==> src/rtl/dsp_sequencer_if.sv <==
// Control/status bundle between the display sequencer and whoever drives it.
// The sequencer takes the slave view; the controlling side takes the master view.
interface dsp_sequencer_if;
    logic       start;
    logic       abort;
    logic       hold;
    logic [1:0] manual_sel;
    logic [1:0] dsp_sel;
    logic       load;
    logic       busy;
    logic       done;

    modport master (
        output start, abort, hold, manual_sel,
        input  dsp_sel, load, busy, done
    );

    modport slave (
        input  start, abort, hold, manual_sel,
        output dsp_sel, load, busy, done
    );
endinterface

==> src/rtl/dsp_sequencer.sv <==
// Steps the adder display mux through opA, opB, sum and carry, holding each
// view for DWELL clocks; the select follows manual_sel while idle.
//
//  state      | meaning
//  -----------+--------------------------------------------------
//  IDLE       | select follows manual_sel, waiting for start
//  SHOW_A     | displaying operand A (sel 11)
//  SHOW_B     | displaying operand B (sel 10)
//  SHOW_SUM   | displaying sum (sel 00)
//  SHOW_CARRY | displaying carry (sel 01); last view of a pass
module dsp_sequencer #(
    parameter int DWELL = 16,
    parameter int CNT_W = 5,
    parameter int LOOP  = 0
) (
    input  logic              clk,
    input  logic              rst_n,
    dsp_sequencer_if.slave    bus
);

    typedef enum logic [2:0] {
        IDLE,
        SHOW_A,
        SHOW_B,
        SHOW_SUM,
        SHOW_CARRY
    } state_t;

    localparam logic [1:0] SEL_A     = 2'b11;
    localparam logic [1:0] SEL_B     = 2'b10;
    localparam logic [1:0] SEL_SUM   = 2'b00;
    localparam logic [1:0] SEL_CARRY = 2'b01;

    // Dwell timer counts down from DWELL-1; the view ends at terminal count 0.
    localparam logic [CNT_W-1:0] CNT_TC = CNT_W'(DWELL - 1);

    state_t           state;
    logic [CNT_W-1:0] cnt;

    always_ff @(posedge clk or negedge rst_n) begin
        if (!rst_n) begin
            state       <= IDLE;
            cnt         <= '0;
            bus.dsp_sel <= SEL_SUM;
            bus.load    <= 1'b0;
            bus.busy    <= 1'b0;
            bus.done    <= 1'b0;
        end else begin
            bus.load <= 1'b0;
            bus.done <= 1'b0;
            case (state)
                IDLE: begin
                    bus.dsp_sel <= bus.manual_sel;
                    bus.busy    <= 1'b0;
                    if (bus.start) begin
                        state       <= SHOW_A;
                        cnt         <= CNT_TC;
                        bus.dsp_sel <= SEL_A;
                        bus.load    <= 1'b1;
                        bus.busy    <= 1'b1;
                    end
                end
                default: begin
                    // The select is left as-is on abort; manual tracking resumes next edge.
                    if (bus.abort) begin
                        state    <= IDLE;
                        cnt      <= '0;
                        bus.busy <= 1'b0;
                    end else if (!bus.hold) begin
                        if (cnt != '0) begin
                            cnt <= cnt - 1'b1;
                        end else begin
                            cnt <= CNT_TC;
                            case (state)
                                SHOW_A: begin
                                    state       <= SHOW_B;
                                    bus.dsp_sel <= SEL_B;
                                end
                                SHOW_B: begin
                                    state       <= SHOW_SUM;
                                    bus.dsp_sel <= SEL_SUM;
                                end
                                SHOW_SUM: begin
                                    state       <= SHOW_CARRY;
                                    bus.dsp_sel <= SEL_CARRY;
                                end
                                default: begin
                                    if (LOOP != 0) begin
                                        state       <= SHOW_A;
                                        bus.dsp_sel <= SEL_A;
                                        bus.load    <= 1'b1;
                                    end else begin
                                        state    <= IDLE;
                                        cnt      <= '0;
                                        bus.busy <= 1'b0;
                                        bus.done <= 1'b1;
                                    end
                                end
                            endcase
                        end
                    end
                end
            endcase
        end
    end

endmodule

==> src/flat_wrapper.sv <==
// flat-port wrapper written by rule: the top's interface ports become plain ports
module dsp_sequencer_flat 
#(
    parameter int DWELL = 16,
    parameter int CNT_W = 5,
    parameter int LOOP  = 0
)
  (clk, rst_n, bus_start, bus_abort, bus_hold, bus_manual_sel, bus_dsp_sel, bus_load, bus_busy, bus_done);
  dsp_sequencer_if bus_i ();
  input  logic clk;
  input  logic rst_n;
  input wire logic [$bits(bus_i.start)-1:0] bus_start;
  input wire logic [$bits(bus_i.abort)-1:0] bus_abort;
  input wire logic [$bits(bus_i.hold)-1:0] bus_hold;
  input wire logic [$bits(bus_i.manual_sel)-1:0] bus_manual_sel;
  output wire logic [$bits(bus_i.dsp_sel)-1:0] bus_dsp_sel;
  output wire logic [$bits(bus_i.load)-1:0] bus_load;
  output wire logic [$bits(bus_i.busy)-1:0] bus_busy;
  output wire logic [$bits(bus_i.done)-1:0] bus_done;
  assign bus_i.start = bus_start;
  assign bus_i.abort = bus_abort;
  assign bus_i.hold = bus_hold;
  assign bus_i.manual_sel = bus_manual_sel;
  assign bus_dsp_sel = bus_i.dsp_sel;
  assign bus_load = bus_i.load;
  assign bus_busy = bus_i.busy;
  assign bus_done = bus_i.done;
  dsp_sequencer #(.DWELL(DWELL), .CNT_W(CNT_W), .LOOP(LOOP)) u_core (.clk(clk), .rst_n(rst_n), .bus(bus_i));
endmodule
==> config.mk <==
export PLATFORM = sky130hd
export DESIGN_NAME = dsp_sequencer_flat
export DESIGN_NICKNAME = d
export VERILOG_FILES = /design/src/rtl/dsp_sequencer_if.sv /design/src/rtl/dsp_sequencer.sv /design/src/flat_wrapper.sv
export SDC_FILE = /design/constraint.sdc
export NUM_CORES = 1
export LEC_CHECK = 0
export ABC_CLOCK_PERIOD_IN_PS = 2500
export BUFFER_PORTS_ARGS = -buffer_cell sky130_fd_sc_hd__buf_4
export CAP_MARGIN = 10
export CORE_MARGIN = 5
export CORE_UTILIZATION = 53
export DETAILED_ROUTE_END_ITERATION = 8
export GPL_TIMING_DRIVEN = 0
export PLACE_DENSITY = 0.75
export SLEW_MARGIN = 20
export SYNTH_ARGS = -nofsm -noshare
export SYNTH_HDL_FRONTEND = slang
export SYNTH_SLANG_ARGS = --single-unit
==> constraint.sdc <==
create_clock -name clk -period 2.5 [get_ports clk]
set_input_delay 0.5 -clock clk [delete_from_list [all_inputs] [get_ports clk]]
set_output_delay 0.5 -clock clk [all_outputs]
set_load 0.02 [all_outputs]
Word level (Yosys, flattened, before mapping). Cells that the tools add are included.

Flip-flop bits (word level): 13. Input port bits: 7. Output and inout port bits: 5. Logic and storage cells: 55.

Add/sub/neg operators: 1. Equality and inequality tests: 10. Mux-type cells: 30. Reduce and logical (&&, ||, !) cells: 8.

Operator list (number): $mux 5 (5); $mux 3 (5); $mux 1 (12); $mux 2 (5); $pmux 3 s3 (1); $eq 3x2->1 const B (2); $pmux 2 s3 (1); $reduce_and 3->1 (2); $reduce_bool 5->1 (1); $sub 5x1->5 const B (1); $mux 4 (1); $ne 2x1->1 const B (2); $ne 2x2->1 const B (2); $reduce_and 4->1 (1); $reduce_bool 4->1 (1); $eq 3x1->1 const B (1); $logic_not 3->1 (1); $ne 3x1->1 const B (1); $ne 3x2->1 const B (1); $ne 3x3->1 const B (1); $reduce_or 3->1 (1); $reduce_and 2->1 (1).

Depth between registers and ports, before layout.
Depth in word-level cells: 7. Mapped depth: 6. Depth with buffers taken out: 5.

Worst setup path after synthesis. No wires, ideal clock.

Kind: register to register. Start point: reg u_core.cnt[0]. End point: reg u_core.state[1]. Setup time: 0.082 ns. Arrival time: 1.684 ns. Data required time: 2.418 ns. Path slack: 0.734 ns. Cell stages (with the launch flop): 6. Buffers on the path: 0. Clock period less this slack: 1.766 ns. Cells stage by stage: dfrtp_1 inv_1 ha_1 or4b_1 or4_1 a31oi_1.

Word-level cells in the longest chain between the ends: 3.

Ends and longest elaborated chain: from (decl) (line dsp_sequencer.sv:38) `logic [CNT_W-1:0] cnt;`; from (signal assigned) (line dsp_sequencer.sv:71) `cnt <= cnt - 1'b1;`; $reduce_bool 5->1 (line dsp_sequencer.sv:70) `if (cnt != '0) begin`; $ne 3x3->1 (no line); $reduce_and 3->1 (no line); to (signal assigned) (line dsp_sequencer.sv:66) `state <= IDLE;`; to (signal assigned) (line dsp_sequencer.sv:76) `state <= SHOW_B;`; to (signal assigned) (line dsp_sequencer.sv:80) `state <= SHOW_SUM;`; to (decl) (line dsp_sequencer.sv:37) `state_t state;`.

No other way between the ends. A chain may end at the register's enable or synchronous reset.

Worst setup path after layout.
Start point: reg u_core.cnt[0]. End point: reg u_core.state[2].

Same word-level chain as after synthesis.

==> run metrics <==
result of the run=complete, no violations; top library cells by usage in the layout, fill and taps aside=sky130_fd_sc_hd__dfrtp_1 (13), sky130_fd_sc_hd__buf_4 (11), sky130_fd_sc_hd__nand2_1 (6), sky130_fd_sc_hd__clkbuf_1 (6); cell area after synthesis=about 780 µm²; count of input and output buffers=11; cell count after synthesis=86; headroom to the max-slew limit=a little over half; maximum buffer depth of the clock tree=2; HPWL after DPL=around 1300 µm; Synth Register Bits=13; number of distinct standard cells referenced by the synthesized netlist=35; share of cell area taken by muxes after synthesis=2.71%; adder-cell area share of the yosys netlist=1.59%; power density over cell area=around 850 mW/mm²; leakage power of the design=around 0.38 nW; initial antenna violation count=0; transition time of the tightest slew-check pin=just over 0.7 ns; number of max-slew violations in the final report=0; layout overhead on the synthesized area=16.3%; Starting DRT DRC Count=25; leading cell type in the layout, fill and taps excluded=sky130_fd_sc_hd__dfrtp_1; quantity of hold-fixing buffers added after cts=0; Cell Rows=13; clock tree from TritonCTS=done; CP Data Required Time=~2.7 ns; placeable core region=about 0.0014 mm²; layout cell share with drive strength beyond 1=16.8%; DR vias/cell=roughly 6.3; insertion delay to the later sink of the worst-skew pair=0.28 ns; fraction of registers with async set/reset=between 90% and 100%; overall power after layout=0.000779 W; diode insertion count for antenna repair=0; unrepaired setup endpoints after global routing=false; clock tree root driver cell=sky130_fd_sc_hd__clkbuf_4; sum of routed wire length over all layers=around 1800 µm; setup TNS=0 ns; grt total ovfl=0; wire length per cell=between 15 and 20 µm; GPL Wtd Cong=0.858; Die Outline Area=around 0.0023 mm²; mean instance size in the synthesized netlist=~9.1 µm²; max-cap violation count=0; share of the synthesized area in compound gates (AO/OA/AOI/OAI)=about a quarter; setup skew after layout=about 0.0072 ns; Fmax=502 MHz; number of nets in the final layout=110; clock sink count=13; overall die height=between 40 and 50 µm; Primary FF master, synth=sky130_fd_sc_hd__dfrtp_1; simple-gate area share of the yosys netlist=between 20% and 30%; final period utilization=between 70% and 80%; endpoints failing setup=0; starting density of the core=roughly three fifths; pin count of the biggest net entering global routing=14; Reg clk slew, reported paths=~0.08 ns; total of cells resized after clock tree synthesis=0; CTS HTree Levels=1; post-synthesis xor/xnor area fraction=0%; Crit-path slowest cell=sky130_fd_sc_hd__or4b_1; dominant delay contributor by cell family on the critical path=simple AND/OR/NAND/NOR gates; Final Critical Period=approximately 2.0 ns; via count=roughly 740; data arrival time of the critical path=2.19 ns; post-detailed-route count of antenna-violating nets=0; delay of the slowest critical-path stage=0.48 ns; Synth warnings=0; all-layer global routing usage=around 17%; Max rail drop VDD=450 µV; largest family of logic cells by synthesized area=simple AND/OR/NAND/NOR gates; Synthesized Nets=between 90 and 100; count of flip-flops with a built-in enable after synthesis=0; wire length of the first global-routing pass=roughly 3200 µm; number of global-route vias before repair=682; share of synthesized area occupied by flip-flops and latches=41.5%; number of buffers and inverters on the critical path=2; CP endpoint kind=flip-flop; Crit Path Category=reg2reg; min-delay worst type=in2async; total DRC errors in the routed layout=0; number of clock buffers inserted by TritonCTS=3; Max Fanout on Critical Path=10; num ports=12; Post-CTS Repair Setup Buffers=0; ordered list of cells on the worst path=inv_1 > ha_1 > or4b_1 > buf_2 > or3_1 > a21oi_1; final hold viol count=0; Worst setup SP type=flip-flop; Detailed Routing Iterations Pass 1=4; horizontal die dimension=between 40 and 50 µm
==> where the power goes <==
group	leakage (nW)	total, W	internal (W)	switching, W
Combinational	0.205	0.000314	0.000146	0.000168
Sequential	0.159	0.000332	0.000269	0.0000637
Clock	0.0150	0.000133	0.0000620	0.0000709
==> flip-flops by register name (all words and copies together), names as in the netlist <==
name / count
u_core.bus.load: 1
u_core.bus.busy: 1
u_core.state: 3
u_core.cnt: 5
u_core.bus.done: 1
u_core.bus.dsp_sel: 2
==> synth_stat cells, drive strengths merged (2+ instances only) <==
cell type	count	area, µm²
a21boi	2	15.0
a21oi	5	25.0
inv	4	15.0
or4	2	15.0
nand2	6	22.5
or3	4	25.0
a211oi	2	15.0
nand2b	5	31.3
nor4b	2	23.8
clkbuf	5	18.8
o21ai	4	20.0
nor3	3	15.0
nor2	5	18.8
o32a	2	20.0
dfrtp	13	325
o211ai	4	30.0
==> logic make-up (layout without fill, tap and decap cells) <==
logic type,count (synthesis),count (layout)
AND/OR/NAND/NOR,33,33
AO/OA/AOI/OAI,27,27
flip-flops,13,13
buffers and inverters,10,25
multiplexers,2,2
adder cells (fa/ha/maj),1,1
==> cell type report <==
type | count | area (µm²)
clock buffers | 4 | 26.3
well taps | 15 | 18.8
repair buffers | 11 | 82.6
flip-flops and latches | 13 | 325
inverters | 4 | 15.0
plain buffers | 6 | 23.8
fillers | 122 | 438
multi-input cells | 63 | 420
==> routing by layer <==
metal  share of wire [%]  track usage [%]
met4                 2.0             7.62
met5                   0                0
met2                  46             24.3
met1                  47             23.2
met3                 5.1             3.36
==> metrics by stage <==
stage / utilization, % / hold WS, ns / std cells / worst slack (ns) / area (µm²)
5_1_grt: 67.6 / 0.0396 / 116 / 0.385 / 912
6_report: 67.6 / 0.0412 / 116 / 0.509 / 912
4_1_cts: 67.6 / 0.0504 / 116 / 0.510 / 912
2_1_floorplan: - / 0.204 / 86 / 0.734 / 785
3_5_place_dp: 65.6 / 0.353 / 112 / 0.551 / 886
3_3_place_gp: 65.6 / 0.353 / 112 / 0.572 / 886
==> worst paths after layout <==
kind / start / endpoint / slack [ns] / cells after the start
max reg2reg: u_core.cnt[0] / u_core.state[2] / 0.51 / 6
min in group clk: bus_start / u_core.state[0] / 0.53 / 3
max in group asynchronous: rst_n / u_core.cnt[2] / 2.29 / 1
min reg2reg: u_core.bus.dsp_sel[1] / u_core.bus.dsp_sel[1] / 0.54 / 2
min: rst_n / u_core.state[1] / 0.04 / 1
max: u_core.cnt[0] / u_core.state[2] / 0.51 / 6
No activity file was read; power rests on OpenSTA's default activity.
